`config.mk`:
```
export PLATFORM = sky130hd
export DESIGN_NAME = paicore_recv_2c
export DESIGN_NICKNAME = d
export VERILOG_FILES = /design/src/rtl/paicore_rx_pkg.sv /design/src/rtl/paicore_hs_rx_chan.sv /design/src/rtl/paicore_recv_2c.sv
export SDC_FILE = /design/constraint.sdc
export NUM_CORES = 1
export LEC_CHECK = 0
export CORE_MARGIN = 4
export CORE_UTILIZATION = 60
export CTS_BUF_LIST = sky130_fd_sc_hd__clkbuf_8
export DETAILED_ROUTE_END_ITERATION = 7
export GPL_TIMING_DRIVEN = 0
export PLACE_DENSITY = 0.92
export SYNTH_ARGS = -nofsm -noshare
export SYNTH_HDL_FRONTEND = slang
export SYNTH_SLANG_ARGS = --single-unit
```
`constraint.sdc`:
```
create_clock -name s_axis_aclk -period 8.8 [get_ports s_axis_aclk]
set_input_delay 1.76 -clock s_axis_aclk [delete_from_list [all_inputs] [get_ports s_axis_aclk]]
set_output_delay 1.76 -clock s_axis_aclk [all_outputs]
set_load 0.01 [all_outputs]
```
`src/rtl/paicore_rx_pkg.sv`:
```
// Shared definitions for the 2-channel PAICORE receive path: link/AXIS widths,
// the per-channel handshake state encoding and the frame-length helper.
package paicore_rx_pkg;

    localparam int HALF_WD = 32;
    localparam int DATA_WD = 2 * HALF_WD;

    typedef enum logic {
        IDLE    = 1'b0,
        WAIT_LO = 1'b1
    } ch_state_t;

    // A programmed length of zero still produces one-word frames.
    function automatic logic [31:0] len_eff(input logic [31:0] recv_len);
        return (recv_len == 32'd0) ? 32'd1 : recv_len;
    endfunction

endpackage

```
`src/rtl/paicore_hs_rx_chan.sv`:
```
// One PAICORE output link: request synchroniser, 4-phase handshake FSM,
// half-word packer and a small word buffer exposed as a valid/ready port.
module paicore_hs_rx_chan #(
    parameter int HALF_WD     = paicore_rx_pkg::HALF_WD,
    parameter int SYNC_STAGES = 2,
    parameter int CH_DEPTH    = 2
) (
    input  logic                   s_axis_aclk,
    input  logic                   rst_n,
    input  logic                   rx_enable,
    input  logic                   request,
    input  logic [HALF_WD-1:0]     din,
    output logic                   acknowledge,
    output logic                   word_valid,
    input  logic                   word_ready,
    output logic [2*HALF_WD-1:0]   word_data
);
    import paicore_rx_pkg::*;

    localparam int              PTR_WD  = (CH_DEPTH > 1) ? $clog2(CH_DEPTH) : 1;
    localparam logic [PTR_WD:0] DEPTH_C = (PTR_WD + 1)'(CH_DEPTH);
    localparam logic [PTR_WD:0] ONE_C   = (PTR_WD + 1)'(1);

    logic [SYNC_STAGES-1:0] req_sync;
    logic                   req_s;
    ch_state_t              state, state_nxt;
    logic                   capture, release_hs;
    logic                   half;
    logic [HALF_WD-1:0]     hi_reg;
    logic [2*HALF_WD-1:0]   mem [CH_DEPTH];
    logic [PTR_WD-1:0]      wr_idx, rd_idx;
    logic [PTR_WD:0]        count;
    logic                   full, push, pop;

    function automatic logic [PTR_WD-1:0] next_idx(input logic [PTR_WD-1:0] i);
        return (i == PTR_WD'(CH_DEPTH - 1)) ? '0 : i + 1'b1;
    endfunction

    assign req_s = req_sync[SYNC_STAGES-1];
    assign full  = (count == DEPTH_C);
    assign push  = capture && half;
    assign pop   = word_valid && word_ready;

    // Request synchroniser: the link drives request from its own clock domain.
    // NOTE: every clocked block uses non-blocking assignments so all flops update together.
    always_ff @(posedge s_axis_aclk or negedge rst_n) begin
        if (!rst_n) req_sync <= '0;
        else        req_sync <= (req_sync << 1) | SYNC_STAGES'(request);
    end

    // Handshake state register.
    always_ff @(posedge s_axis_aclk or negedge rst_n) begin
        if (!rst_n) state <= IDLE;
        else        state <= state_nxt;
    end

    // Next state: refuse a second half while the buffer cannot take the finished word.
    // NOTE: default assignment first so no path leaves state_nxt unassigned (no latch).
    always_comb begin
        state_nxt = state;
        case (state)
            IDLE:    if (req_s && rx_enable && !(half && full)) state_nxt = WAIT_LO;
            WAIT_LO: if (!req_s)                               state_nxt = IDLE;
            default:                                           state_nxt = IDLE;
        endcase
    end

    // Outputs decoded from the state and its transitions.
    always_comb begin
        acknowledge = (state == WAIT_LO);
        capture     = (state == IDLE)    && (state_nxt == WAIT_LO);
        release_hs  = (state == WAIT_LO) && (state_nxt == IDLE);
    end

    // Packer and buffer bookkeeping: upper half first, lower half completes the word.
    always_ff @(posedge s_axis_aclk or negedge rst_n) begin
        if (!rst_n) begin
            half   <= 1'b0;
            hi_reg <= '0;
            wr_idx <= '0;
            rd_idx <= '0;
            count  <= '0;
        end else begin
            if (capture && !half) hi_reg <= din;
            if (release_hs)       half   <= ~half;
            if (push)             wr_idx <= next_idx(wr_idx);
            if (pop)              rd_idx <= next_idx(rd_idx);
            case ({push, pop})
                2'b10:   count <= count + ONE_C;
                2'b01:   count <= count - ONE_C;
                default: ;
            endcase
        end
    end

    // Word storage, written in the same edge the lower half is captured.
    // NOTE: storage is deliberately not reset; count gates every read.
    always_ff @(posedge s_axis_aclk) begin
        if (push) mem[wr_idx] <= {hi_reg, din};
    end

    assign word_valid = (count != '0);
    assign word_data  = mem[rd_idx];

endmodule

```
`src/rtl/paicore_recv_2c.sv`:
```
// Receive side of the 2-channel PAICORE path: two link receivers merged
// round-robin into one AXI-Stream master with frame tlast and beat counting.
module paicore_recv_2c #(
    parameter int DATA_WD     = paicore_rx_pkg::DATA_WD,
    parameter int HALF_WD     = paicore_rx_pkg::HALF_WD,
    parameter int SYNC_STAGES = 2,
    parameter int CH_DEPTH    = 2
) (
    input  logic               s_axis_aclk,
    input  logic               s_axis_aresetn,
    input  logic               rx_enable,
    input  logic [31:0]        recv_len,
    output logic [31:0]        data_cnt,
    input  logic               request_C0,
    input  logic               request_C1,
    input  logic [HALF_WD-1:0] din_C0,
    input  logic [HALF_WD-1:0] din_C1,
    output logic               acknowledge_C0,
    output logic               acknowledge_C1,
    output logic               m_axis_tvalid,
    input  logic               m_axis_tready,
    output logic [DATA_WD-1:0] m_axis_tdata,
    output logic               m_axis_tlast,
    output logic               o_rx_done
);
    import paicore_rx_pkg::*;

    logic [1:0]         rst_sync;
    logic               rst_n;
    logic               c0_valid, c1_valid, c0_ready, c1_ready;
    logic [DATA_WD-1:0] c0_data, c1_data, word_sel;
    logic               rr, sel, any_valid, grant, load_en, hs, next_last;
    logic [31:0]        frame_cnt, cnt_next, len_hold, len_now, len_load;

    // Reset asserts asynchronously and releases on a clock edge.
    always_ff @(posedge s_axis_aclk or negedge s_axis_aresetn) begin
        if (!s_axis_aresetn) rst_sync <= 2'b00;
        else                 rst_sync <= {rst_sync[0], 1'b1};
    end
    assign rst_n = rst_sync[1];

    paicore_hs_rx_chan #(
        .HALF_WD(HALF_WD), .SYNC_STAGES(SYNC_STAGES), .CH_DEPTH(CH_DEPTH)
    ) u_chan0 (
        .s_axis_aclk(s_axis_aclk), .rst_n(rst_n), .rx_enable(rx_enable),
        .request(request_C0), .din(din_C0), .acknowledge(acknowledge_C0),
        .word_valid(c0_valid), .word_ready(c0_ready), .word_data(c0_data)
    );

    paicore_hs_rx_chan #(
        .HALF_WD(HALF_WD), .SYNC_STAGES(SYNC_STAGES), .CH_DEPTH(CH_DEPTH)
    ) u_chan1 (
        .s_axis_aclk(s_axis_aclk), .rst_n(rst_n), .rx_enable(rx_enable),
        .request(request_C1), .din(din_C1), .acknowledge(acknowledge_C1),
        .word_valid(c1_valid), .word_ready(c1_ready), .word_data(c1_data)
    );

    // Merge selection and the frame position the next loaded word will occupy.
    always_comb begin
        load_en   = !m_axis_tvalid || m_axis_tready;
        hs        = m_axis_tvalid && m_axis_tready;
        any_valid = c0_valid || c1_valid;
        sel       = (c0_valid && c1_valid) ? rr : c1_valid;
        grant     = load_en && any_valid;
        c0_ready  = grant && !sel;
        c1_ready  = grant && sel;
        word_sel  = sel ? c1_data : c0_data;
        cnt_next  = hs ? (m_axis_tlast ? 32'd0 : frame_cnt + 32'd1) : frame_cnt;
        len_now   = (frame_cnt == 32'd0) ? len_eff(recv_len) : len_hold;
        len_load  = (cnt_next == 32'd0) ? len_eff(recv_len) : len_now;
        next_last = (cnt_next == len_load - 32'd1);
    end

    // Output register: reload only when empty or when its word is taken.
    always_ff @(posedge s_axis_aclk or negedge rst_n) begin
        if (!rst_n) begin
            m_axis_tvalid <= 1'b0;
            m_axis_tdata  <= '0;
            m_axis_tlast  <= 1'b0;
        end else if (load_en) begin
            m_axis_tvalid <= any_valid;
            m_axis_tlast  <= any_valid && next_last;
            if (any_valid) m_axis_tdata <= word_sel;
        end
    end

    // Round-robin pointer points at the channel that did not win last.
    always_ff @(posedge s_axis_aclk or negedge rst_n) begin
        if (!rst_n)     rr <= 1'b0;
        else if (grant) rr <= ~sel;
    end

    // Frame position, frozen frame length, beat count and done pulse.
    always_ff @(posedge s_axis_aclk or negedge rst_n) begin
        if (!rst_n) begin
            frame_cnt <= '0;
            len_hold  <= 32'd1;
            data_cnt  <= '0;
            o_rx_done <= 1'b0;
        end else begin
            frame_cnt <= cnt_next;
            len_hold  <= len_now;
            data_cnt  <= data_cnt + 32'(hs);
            o_rx_done <= hs && m_axis_tlast;
        end
    end

endmodule

```
---- Word-level counts from Yosys, hierarchy flattened ----
Memory sizes are Yosys's and may differ from the RTL's.
Index checks and enable logic that the tools add are counted.
word-level totals
  output and inout port bits .............. 101
  memory bits (writable) .................. 256
  input bits .............................. 102
  register bits after elaboration ......... 246
  memories kept ........................... 2
memory list
  memory       words  width  rd ports  clocked after Yosys merged registers in  write ports  RTL line                  RTL
  u_chan0.mem  2      64     1         0                                        1            paicore_hs_rx_chan.sv:30  logic [2*HALF_WD-1:0] mem [CH_DEPTH];
  u_chan1.mem  2      64     1         0                                        1            paicore_hs_rx_chan.sv:30
cells by class
  bitwise gates (word level) .............. 9
  reductions and logical operators ........ 39
  add/sub/neg operators ................... 11
  muxes and demuxes ....................... 23
  eq/ne operators ......................... 7
operators with widths
  kind                   number
  $mux 32                5
  $logic_not 32->1       3
  $mux 64                1
  $add 32x1->32          1
  $add 32x1->32 const B  1
  $eq 32x32->1           1
  $sub 32x1->32 const B  1
  $logic_and 1x1->1      23
  $mux 1                 13
  $eq 2x2->1 const B     4
  $pmux 2 s2             2
  $reduce_bool 2->1      4
  $not 1->1              7
  $logic_not 1->1        6
  $add 1x1->1 const B    4
  $add 2x1->2 const B    2
  $eq 2x1->1 const B     2
  $or 2x1->2             2
  $pmux 1 s2             2
  $sub 2x1->2 const B    2
  $logic_or 1x1->1       2
  $reduce_and 2->1       1

---- Logic depth before layout (Yosys ltp) ----
Gate-level depths: netlist (run 1).
  depth in word-level cells ............... 10
  gate-level depth with buffers ........... 24

---- Modules after synthesis ----
Synthesis (run 1) repeated with hierarchy kept, for this count alone.
unflattened totals
  cell total of the unflattened synthesis .. 1,571
  area total of the unflattened synthesis .. 21,833.4 sq um
modules (own cells, without submodules)
  module                         cells each  instances  area each (sq um)  seq. area each (sq um)
  paicore_recv_2c                981         1          9,530.4            4,155.2
  paicore_hs_rx_chan at u_chan0  295         1          6,152.2            4,844.6
  paicore_hs_rx_chan at u_chan1  295         1          6,150.9            4,844.6

---- Worst setup path before layout (run 1) ----
OpenSTA, ideal clock, no wires.
  kind .................................... input-to-reg
  start ................................... input m_axis_tready
  end ..................................... register m_axis_tlast
  stages .................................. 20
  path slack .............................. 2,336 ps
  buffers on the path ..................... 2
  data required time ...................... 8,678 ps
  library setup time ...................... 122 ps
  arrival time ............................ 6,343 ps
  cells stage by stage .................... nand2_2 > nor4_1 > mux2_2 > nor4_1 > or4b_1 > nor3_1 > nand2_1 > clkbuf_1 > clkbuf_1 > mux2i_1 > ha_1 > nand3_1 > nor3b_1 > and2_1 > mux2i_1 > or3_1 > nor2_1 > mux2i_1 > mux2i_1 > a32o_1
between the ends
  word-level cells in the longest chain between the ends .. 7
  elaborated cells between the ends (all ways) .. 8
  those cells by class .................... add/sub: 1; eq/ne: 1; mux: 2; reduce/logical: 4
ends and longest elaborated chain
  item                   RTL line               RTL
  start, declared        paicore_recv_2c.sv:21  input logic m_axis_tready,
  $logic_and 1x1->1 (*)  paicore_recv_2c.sv:61  hs = m_axis_tvalid && m_axis_tready;
  $mux 32 (*)            paicore_recv_2c.sv:68  cnt_next = hs ? (m_axis_tlast ? 32'd0 : frame_cnt + 32'd1) : frame_cnt;
  net cnt_next[12]       paicore_recv_2c.sv:33  logic [31:0] frame_cnt, cnt_next, len_hold, len_now, len_load;
  $logic_not 32->1       paicore_recv_2c.sv:70  len_load = (cnt_next == 32'd0) ? len_eff(recv_len) : len_now;
  $mux 32                paicore_recv_2c.sv:70
  $sub 32x1->32          paicore_recv_2c.sv:71  next_last = (cnt_next == len_load - 32'd1);
  $eq 32x32->1 (*)       paicore_recv_2c.sv:71
  $logic_and 1x1->1 (*)  paicore_recv_2c.sv:82  m_axis_tlast <= any_valid && next_last;
  end signal, assigned   paicore_recv_2c.sv:82
  end, declared          paicore_recv_2c.sv:23  output logic m_axis_tlast,
The timed path passes the listed nets; every way through them passes the cells marked *.
A chain may end at the register's enable or synchronous reset.

---- Worst setup path in the final report (run 1) ----
Ends and elaborated chain as after synthesis.

==> results of run 1 <==
layer usage:
layer  global-route usage, %  routed length (um)
met1                    45.1               25200
met2                    56.9               33700
met3                    8.86                7170
met4                    17.5                4010
met5                       0                  27
metrics by stage:
stage / worst slack (ns) / hold slack (ns) / power [mW]
3_3_place_gp: -1.88 / 0.336 / 5.18
4_1_cts: 0.143 / 0.360 / 7.56
5_1_grt: 0.0618 / 0.377 / 7.83
2_1_floorplan: 1.44 / 0.331 / 4.40
6_report: 0.326 / 0.359 / 7.61
3_5_place_dp: -0.520 / 0.347 / 5.36
synth_stat cells (all sizes together) (33+ instances only):
cell    number  share of area, %
buf         36              0.73
clkbuf      43              0.74
dfrtp      245                28
edfxtp     256                35
inv         38              0.65
mux2        84               4.3
mux2i      164               7.5
nand2      153               2.7
nor2       100               1.7
nor3        45               1.1
o21ai       33              0.76
o221ai      66               2.6
xnor2       60               2.4
report_power, final:
part           internal, mW  leakage [nW]  switching (mW)  total [mW]
sequential             3.03          5.32           0.401        3.43
clock                  1.07         0.976            1.03        2.11
combinational         0.900          4.13            1.17        2.07
repair_timing:
action	4_1_cts	5_1_grt
resized for setup	0	4
hold endpoints to repair	0	0
hold buffers	0	0
endpoints found under the setup margin	0	1
area by class of cell:
type | instances | share of cell area [%]
clock buffer | 93 | 4.85
inverter | 39 | 0.560
buffer | 79 | 1.22
antenna | 1 | 0.00949
sequential | 502 | 52.5
timing repair buffer | 212 | 8.58
multi-input combinational | 1039 | 28.6
clock inverter | 58 | 1.42
tap | 461 | 2.19
worst register-to-register path: cells and delay by family, from the launching register on:
| family | cells | cell delay, ns |
|---|---|---|
| multiplexers | 5 | 1.46 |
| flip-flops | 1 | 0.42 |
| AO/OA/AOI/OAI | 1 | 0.23 |
| adder cells (fa/ha/maj) | 2 | 0.63 |
| AND/OR/NAND/NOR | 11 | 3.74 |
| buffers and inverters | 2 | 0.83 |
worst paths after layout:
check | startpoint | end | slack (ns) | cells after the start
max in group asynchronous | rst_sync[1] | u_chan0.hi_reg[19] | 6.75 | 3
min in group asynchronous | rst_sync[1] | u_chan0.hi_reg[10] | 0.45 | 0
setup / recovery | m_axis_tready | m_axis_tlast | 0.33 | 24
hold / removal | u_chan0.req_sync[0] | u_chan0.req_sync[1] | 0.36 | 0
hold reg to reg | u_chan0.req_sync[0] | u_chan0.req_sync[1] | 0.36 | 0
setup reg to reg | frame_cnt[0] | m_axis_tlast | 1.37 | 21
logic make-up (layout without fill, tap and decap cells):
group                    count (synthesis)  after routing  synth area share, %
buffers and inverters                  118            481                 2.15
XOR/XNOR                                89             89                 3.63
flip-flops                             502            502                 63.4
multiplexers                           248            248                 11.9
adder cells (fa/ha/maj)                  7              7                0.401
AND/OR/NAND/NOR                        477            477                 11.0
AO/OA/AOI/OAI                          217            217                 7.56
other                                    1              2               0.0172
==> impl_metrics.json, run 1 <==
{
  "final_layout_size_suffix_gt1_share_pct": 12.7,
  "ys.flop_type": "edfxtp_1",
  "routed_via_density": 6.60,
  "finClkSkew_ns": 0.0476,
  "crit_top_cell": "mux2i_1",
  "area_delta_synth_final_pct": 20.8,
  "finalCritPeriodShare_pct": 96.3,
  "cts_buffer_depth": 3,
  "layout_common_cells": "edfxtp_1 (256), dfrtp_1 (244), clkdlybuf4s50_1 (201), mux2i_1 (164), nand2_1 (151)",
  "drc": 0,
  "cp_top_family": "simple AND/OR/NAND/NOR gates",
  "ys_seq_area_share_pct": 63.4,
  "grt_pass1_vias": 16902,
  "fin_util_pct": 73.8,
  "hold_violations": 0,
  "path_cells": "clkdlybuf4s50_1, nand2_2, inv_2, nand2_4, clkinv_2, nor2b_1, mux2_2, nor4_1, or4b_1, nor3_2, nand2_1, clkbuf_1, clkbuf_2, mux2i_1, ha_1, nand3_1, nor3b_1, and2_1, mux2i_1, or3_1, nor2_1, mux2i_1, mux2i_1, a32o_1",
  "fin_cells": 2484,
  "grt_first_pass_wirelength_mm": 104,
  "relSlewSlack_pct": 26.8,
  "drt_iter0_drc": 1741,
  "routabilityCongestion": 1.03,
  "clkTransAtPathRegs_ns": 0.07,
  "core_area_um2": 35700,
  "ys_types": 80,
  "postCtsSetupRepairBufs": 0,
  "multi_input_area_um2": 7550,
  "worst_slew_pin_slew_ns": 1.10,
  "placed_cell_area_um2": 24700,
  "netlist_instances": 1659,
  "cp_slowest_cell": "or4b_1",
  "p_per_area_nw_per_um2": 289,
  "first_pass_iters": 6,
  "cts_buffers": 81,
  "critPathLaunchType": "primary input",
  "rows": 69,
  "synth_seq_cells": 502,
  "initial_core_util_pct": 61.1,
  "end_kind": "flip-flop",
  "io_pins": 203,
  "top_regs": "u_chan0.mem x128, u_chan1.mem x128, m_axis_tdata x64",
  "hpwlAfterDp_mm": 44.3,
  "fillers": 2109,
  "outcome": "finished clean",
  "globalRouteOverflowTotal": 0,
  "synth.avg_cell_area_um2": 13.2,
  "required_ns": 9.34,
  "postRouteAntennaNets": 0,
  "port_buffers": 201,
  "synthArstFlopShare_pct": 49.0,
  "dpl.cell_count": 2332,
  "regArea_um2": 13800,
  "fmax_mhz": 118,
  "synth.cell_area_um2": 21800,
  "cts.sinks": 502,
  "fp.dieW_um": 199,
  "dieArea_um2": 39500,
  "final_common_cell": "edfxtp_1",
  "cp_max_fo": 10,
  "rsz0062_at_grt": "no",
  "criticalPathCategory": "in -> reg",
  "crit_path_max_incr_delay_ns": 0.57,
  "die_h_um": 199,
  "fin_tns_setup_ns": 0,
  "worstSkewPairLatency_ns": 0.69,
  "antenna_found_initial": 4,
  "wirelength_mm": 70.1,
  "synth_nets": 1768,
  "clock-root-buffer": "clkbuf_8",
  "setup_violations": 0,
  "htree_levels": 3,
  "hold_path_class": "reg -> reg",
  "peakVddDrop_uv": 245,
  "grt_max_degree": 68,
  "fin_crit_ns": 8.47,
  "fin_nets": 2063,
  "ys.warnings.count": 0,
  "synth_edf_count": 256,
  "vias": 16386,
  "groute.usage.overall_pct": 35.3,
  "cts_tree": "done",
  "worstPathArrival_ns": 9.02,
  "stdcell_area_um2": 26400,
  "wl_per_cell_um": 28.2,
  "cap_violations": 0,
  "leakagePower_nw": 10.4,
  "slew_viol_final": 0,
  "cp_num_buf_inv": 5
}
Power figures use the tool's default switching activity.
==> run 2, diff against run 1 <==
--- a/config.mk
+++ b/config.mk
@@ -5,7 +5,7 @@
 export SDC_FILE = /design/constraint.sdc
 export NUM_CORES = 1
 export LEC_CHECK = 0
-export CORE_MARGIN = 4
+export CORE_MARGIN = 3
 export CORE_UTILIZATION = 60
 export CTS_BUF_LIST = sky130_fd_sc_hd__clkbuf_8
 export DETAILED_ROUTE_END_ITERATION = 7
==> run 2 against run 1 <==
  * Count of clock-buffer cells in the layout fell by 6
  * Flip-flop and latch count is the same
  * First-iteration DRC count up 5.5%
  * Clock power is 9% lower
  * Largest cell class unchanged
==> impl_metrics.json, run 2 (same netlist as run 1, synthesis figures left out) <==
{
  "outcome": "finished clean",
  "slew_viol_final": 0,
  "cp_max_fo": 10,
  "worst_slack_ns": 0.355,
  "fin_crit_ns": 8.44,
  "cts_buffers": 78,
  "routed_via_density": 6.55,
  "fin_tns_setup_ns": 0,
  "clock-root-buffer": "clkbuf_8",
  "cts.sinks": 502,
  "peakVddDrop_uv": 296,
  "groute.usage.overall_pct": 35.0,
  "power_mw": 7.35,
  "antenna_found_initial": 3,
  "reg2reg_to": "m_axis_tlast",
  "io_pins": 203,
  "rows": 69,
  "clkPwrFrac_pct": 26.0,
  "final_layout_size_suffix_gt1_share_pct": 11.9,
  "finalCritPeriodShare_pct": 96.0,
  "rr_startpoint": "frame_cnt[4]",
  "vias": 16190,
  "switching_share_pct": 33.6,
  "combPwrFrac_pct": 27.6,
  "reg2reg_slack_ns": 1.41,
  "layout_common_cells": "edfxtp_1 (256), dfrtp_1 (244), clkdlybuf4s50_1 (201), mux2i_1 (164), nand2_1 (151)",
  "top_regs": "u_chan0.mem x128, u_chan1.mem x128, m_axis_tdata x64",
  "port_buffers": 201,
  "routabilityCongestion": 0.981,
  "worstSkewPairLatency_ns": 0.65,
  "core_area_um2": 35700,
  "postRouteAntennaNets": 0,
  "leakagePower_nw": 10.4,
  "whs_ns": 0.330,
  "globalRouteOverflowTotal": 0,
  "fin_util_pct": 73.4,
  "fmax_mhz": 118,
  "worst_slew_pin_slew_ns": 1.14,
  "hold_violations": 0,
  "p_seq_share_pct": 46.4,
  "htree_levels": 3,
  "setup_violations": 0,
  "relSlewSlack_pct": 24.0,
  "finClkSkew_ns": 0.0446,
  "critPathLaunchType": "primary input",
  "dieArea_um2": 38700,
  "area_delta_synth_final_pct": 20.2,
  "r2r_cells": 22,
  "die_h_um": 197,
  "clkTransAtPathRegs_ns": 0.06,
  "hpwlAfterDp_mm": 43.5,
  "dpl.cell_count": 2333,
  "placed_cell_area_um2": 24700,
  "criticalPathCategory": "in -> reg",
  "first_pass_iters": 5,
  "dp_slack_ns": -0.614,
  "fin_cells": 2473,
  "grt_pass1_vias": 16783,
  "cap_violations": 0,
  "fp.dieW_um": 197,
  "initial_core_util_pct": 61.1,
  "fin_nets": 2061,
  "hold_path_class": "reg -> async",
  "stdcell_area_um2": 26200,
  "hold_buffers": 0,
  "p_sw_mw": 2.47,
  "final_common_cell": "edfxtp_1",
  "worstPathArrival_ns": 9.02,
  "rsz0062_at_grt": "no",
  "grt_max_degree": 66,
  "drc": 0,
  "p_per_area_nw_per_um2": 280,
  "wl_per_cell_um": 27.4,
  "intPower_mw": 4.88,
  "wirelength_mm": 67.8,
  "cts_tree": "done",
  "grt_first_pass_wirelength_mm": 102,
  "cts_buffer_depth": 3,
  "end_kind": "flip-flop",
  "required_ns": 9.38,
  "drt_iter0_drc": 1836
}
==> run 2: changes by cell type in the layout (fill, tap and decap cells not counted), sizes merged <==
cell and change:
clkinv -14, inv +6, clkinvlp +3, buf +1, clkbuf -6, diode +1, bufinv -2
==> run 2: worst max-delay path, stage by stage <==
cell	delay (ns)
clkdlybuf4s50_1	0.55
nand4_1	0.15
clkbuf_1	0.24
nor2_1	0.23
clkbuf_1	0.42
nand3_1	0.20
o21a_1	0.24
a2111o_1	0.46
o21ai_4	0.42
nand2_1	0.23
clkbuf_1	0.43
clkbuf_1	0.42
mux2i_1	0.26
ha_1	0.40
o221ai_1	0.39
nor3_1	0.22
o21ai_0	0.12
o311a_1	0.16
xnor2_1	0.18
nor4_1	0.59
nand4_1	0.25
nor4_1	0.46
a32o_1	0.23
==> run 2: how the worst max path moves through the flow <==
stage	from	to	slack, ns	cells past startpoint
2_1_floorplan	rst_sync[1]	data_cnt[0]	1.44	0
3_3_place_gp	rst_sync[1]	m_axis_tdata[26]	-1.86	0
3_5_place_dp	m_axis_tready	m_axis_tlast	-0.61	23
4_1_cts	m_axis_tready	m_axis_tlast	0.04	23
5_1_grt	m_axis_tready	m_axis_tlast	0.02	23
6_report	m_axis_tready	m_axis_tlast	0.36	23
==> run 2: cell type report <==
cell class / count / area [um2]
Antenna cell: 2 / 5.00
Buffer: 79 / 322
Clock buffer: 87 / 1200
Clock inverter: 51 / 272
Fill cell: 2144 / 9510
Inverter: 39 / 148
Multi-Input combinational cell: 1039 / 7560
Sequential cell: 502 / 13800
Tap cell: 461 / 577
Timing Repair Buffer: 213 / 2300
==> run 2: metal layers <==
| layer | global-route usage, % | share of wire [%] | up-vias | wire length (um) |
|---|---|---|---|---|
| li1 | - | - | 6837 | - |
| met1 | 44.3 | 37 | 8040 | 24800 |
| met2 | 58.5 | 49 | 1060 | 33500 |
| met3 | 7.40 | 8.8 | 249 | 5950 |
| met4 | 16.4 | 5.2 | 4 | 3540 |
| met5 | 0 | 0.050 | - | 34 |
==> run 2: power groups by stage <==
stage / registers, mW / clock network, mW / logic [mW]
2_1_floorplan: 3.38 / 0 / 1.02
3_3_place_gp: 3.38 / 0 / 1.78
3_5_place_dp: 3.39 / 0 / 1.94
4_1_cts: 3.39 / 1.91 / 2.01
5_1_grt: 3.43 / 2.02 / 2.13
6_report: 3.41 / 1.91 / 2.03
==> run 2: timing repair <==
item                       in CTS  in global routing
setup endpoints to repair       0                  1
setup buffers                   0                  0
gates resized for setup         0                  4
==> run 3, diff against run 2 <==
--- a/config.mk
+++ b/config.mk
@@ -5,12 +5,14 @@
 export SDC_FILE = /design/constraint.sdc
 export NUM_CORES = 1
 export LEC_CHECK = 0
+export CELL_PAD_IN_SITES_DETAIL_PLACEMENT = 0
+export CELL_PAD_IN_SITES_GLOBAL_PLACEMENT = 1
 export CORE_MARGIN = 3
-export CORE_UTILIZATION = 60
+export CORE_UTILIZATION = 49
 export CTS_BUF_LIST = sky130_fd_sc_hd__clkbuf_8
 export DETAILED_ROUTE_END_ITERATION = 7
 export GPL_TIMING_DRIVEN = 0
-export PLACE_DENSITY = 0.92
+export PLACE_DENSITY = 0.91
 export SYNTH_ARGS = -nofsm -noshare
 export SYNTH_HDL_FRONTEND = slang
 export SYNTH_SLANG_ARGS = --single-unit
==> run 3 against run 2 <==
  * Design area increased by 1.7%
  * Sequential power decreased by 1%
  * Worst hold slack got worse by 0.075 ns
  * Sequential share of layout area decreased by 0.89 points
  * Routed wire length decreased by 8.6%
  * Die area increased by 22%
  * Global-route usage decreased by 8.7 points
  * Flip-flop and latch count unchanged
  * Critical endpoint unchanged
  * Non-clock buffer count unchanged
  * Power increased by 1.5%
  * First-iteration DRC count decreased by 32%
==> impl_metrics.json, run 3 (same netlist as run 1, synthesis figures left out) <==
{
  "p_per_area_nw_per_um2": 279,
  "cts_buffers": 83,
  "slew_viol_final": 0,
  "globalRouteOverflowTotal": 0,
  "fin_util_pct": 61.3,
  "fin_nets": 2066,
  "finalCritPeriodShare_pct": 99.1,
  "final_layout_size_suffix_gt1_share_pct": 13.1,
  "outcome": "finished clean",
  "wirelength_mm": 62.0,
  "core_area_um2": 43600,
  "placed_cell_area_um2": 24900,
  "leakagePower_nw": 10.5,
  "hold_path_class": "reg -> async",
  "worstSkewPairLatency_ns": 0.68,
  "setup_violations": 0,
  "final_common_cell": "edfxtp_1",
  "ctsResizeCount": 1,
  "peakVddDrop_uv": 266,
  "grt_pass1_vias": 16031,
  "antenna_found_initial": 5,
  "io_pins": 203,
  "power_mw": 7.45,
  "switching_share_pct": 31.5,
  "routabilityCongestion": 0.963,
  "relSlewSlack_pct": 28.1,
  "postCtsSetupRepairBufs": 0,
  "vias": 15383,
  "fp.dieW_um": 217,
  "drt_iter0_drc": 1242,
  "end_kind": "flip-flop",
  "grt_first_pass_wirelength_mm": 94.7,
  "area_delta_synth_final_pct": 22.2,
  "worstPathArrival_ns": 9.31,
  "stdcell_area_um2": 26700,
  "worst_slew_pin_slew_ns": 1.07,
  "clock-root-buffer": "clkbuf_8",
  "drc": 0,
  "clkPwrFrac_pct": 28.8,
  "hold_violations": 0,
  "cts_buffer_depth": 3,
  "initial_core_util_pct": 50.1,
  "combPwrFrac_pct": 26.0,
  "cap_violations": 0,
  "fmax_mhz": 115,
  "criticalPathCategory": "in -> reg",
  "port_buffers": 201,
  "dieArea_um2": 47100,
  "dp_slack_ns": -0.700,
  "routed_via_density": 5.88,
  "finClkSkew_ns": 0.0432,
  "postRouteAntennaNets": 0,
  "htree_levels": 3,
  "critPathLaunchType": "primary input",
  "groute.usage.overall_pct": 26.3,
  "p_seq_share_pct": 45.2,
  "top_regs": "u_chan0.mem x128, u_chan1.mem x128, m_axis_tdata x64",
  "wl_per_cell_um": 23.7,
  "cts.sinks": 502,
  "p_sw_mw": 2.35,
  "intPower_mw": 5.11,
  "cp_max_fo": 10,
  "cts_tree": "done",
  "required_ns": 9.38,
  "hold_buffers": 0,
  "die_h_um": 217,
  "hpwlAfterDp_mm": 42.4,
  "grt_max_degree": 65,
  "first_pass_iters": 5,
  "clkTransAtPathRegs_ns": 0.06,
  "fin_crit_ns": 8.72,
  "rsz0062_at_grt": "no",
  "layout_common_cells": "edfxtp_1 (256), dfrtp_1 (244), clkdlybuf4s50_1 (201), mux2i_1 (164), nand2_1 (151)",
  "worst_slack_ns": 0.0761,
  "rows": 76
}
[run 3: cell types whose count changed in the layout (fill, tap and decap cells not counted), sizes merged]
| cell | before | now |
|---|---|---|
| bufinv | 1 | 4 |
| clkbuf | 130 | 144 |
| clkinv | 4 | 21 |
| inv | 82 | 66 |
[run 3: path summary, 6_finish.rpt]
| path | slack [ns] | from | to | depth (start not counted) |
|---|---|---|---|---|
| setup / recovery | 0.08 | m_axis_tready | m_axis_tlast | 24 |
| hold / removal | 0.25 | rst_sync[1] | data_cnt[16] | 0 |
| setup reg to reg | 1.21 | frame_cnt[0] | m_axis_tlast | 21 |
| hold reg to reg | 0.25 | rst_sync[1] | data_cnt[16] | 0 |
| max in group asynchronous | 7.25 | rst_sync[1] | u_chan0.hi_reg[24] | 3 |
| min in group s_axis_aclk | 0.35 | u_chan0.req_sync[0] | u_chan0.req_sync[1] | 0 |
[run 3: layout make-up]
class / instances / area (um2)
Antenna cell: 2 / 5.00
Buffer: 79 / 322
Clock buffer: 101 / 1390
Clock inverter: 55 / 388
Fill cell: 3421 / 16900
Inverter: 39 / 148
Multi-Input combinational cell: 1039 / 7550
Sequential cell: 502 / 13800
Tap cell: 585 / 732
Timing Repair Buffer: 213 / 2300
[run 3: layer usage]
layer | global-route usage [%] | up-vias | part of all wire (%)
met2 | 43.6 | 669 | 49
met1 | 34.5 | 7717 | 40
met3 | 5.32 | 148 | 7.3
met4 | 10.2 | 6 | 3.5
li1 | - | 6843 | -
met5 | 0 | - | 0.066
[run 3: power groups by stage]
stage	registers (mW)	logic (mW)	clock network [mW]
after detailed placement	3.39	1.93	0
after CTS	3.36	1.95	2.18
final	3.37	1.94	2.15
after global placement	3.40	1.80	0
after floorplan	3.38	1.02	0
after global routing	3.42	2.08	2.29
[run 3: worst max-delay path, cell delays in order]
cell	delay, ns
clkdlybuf4s50_1	0.57
nand2_2	0.17
inv_2	0.21
nand2_4	0.15
clkinv_2	0.17
nor2b_1	0.06
mux2_2	0.32
nor4_1	0.31
or4b_1	0.57
nor3_2	0.54
nand2_1	0.26
clkbuf_1	0.43
clkbuf_1	0.42
mux2i_1	0.21
ha_1	0.33
nand3_1	0.19
nor3b_1	0.09
and2_1	0.18
mux2i_1	0.57
a31oi_1	0.13
nor4_1	0.66
nand4_1	0.26
nor4_1	0.50
a32o_1	0.23
[run 3: per-stage QoR]
stage          instances  TNS (ns)  hold slack [ns]
2_1_floorplan       1659         0            0.331
3_3_place_gp        2445   -510.81            0.335
3_5_place_dp        2457    -0.700            0.260
4_1_cts             2613         0            0.267
5_1_grt             2614         0            0.281
6_report            2615         0            0.254
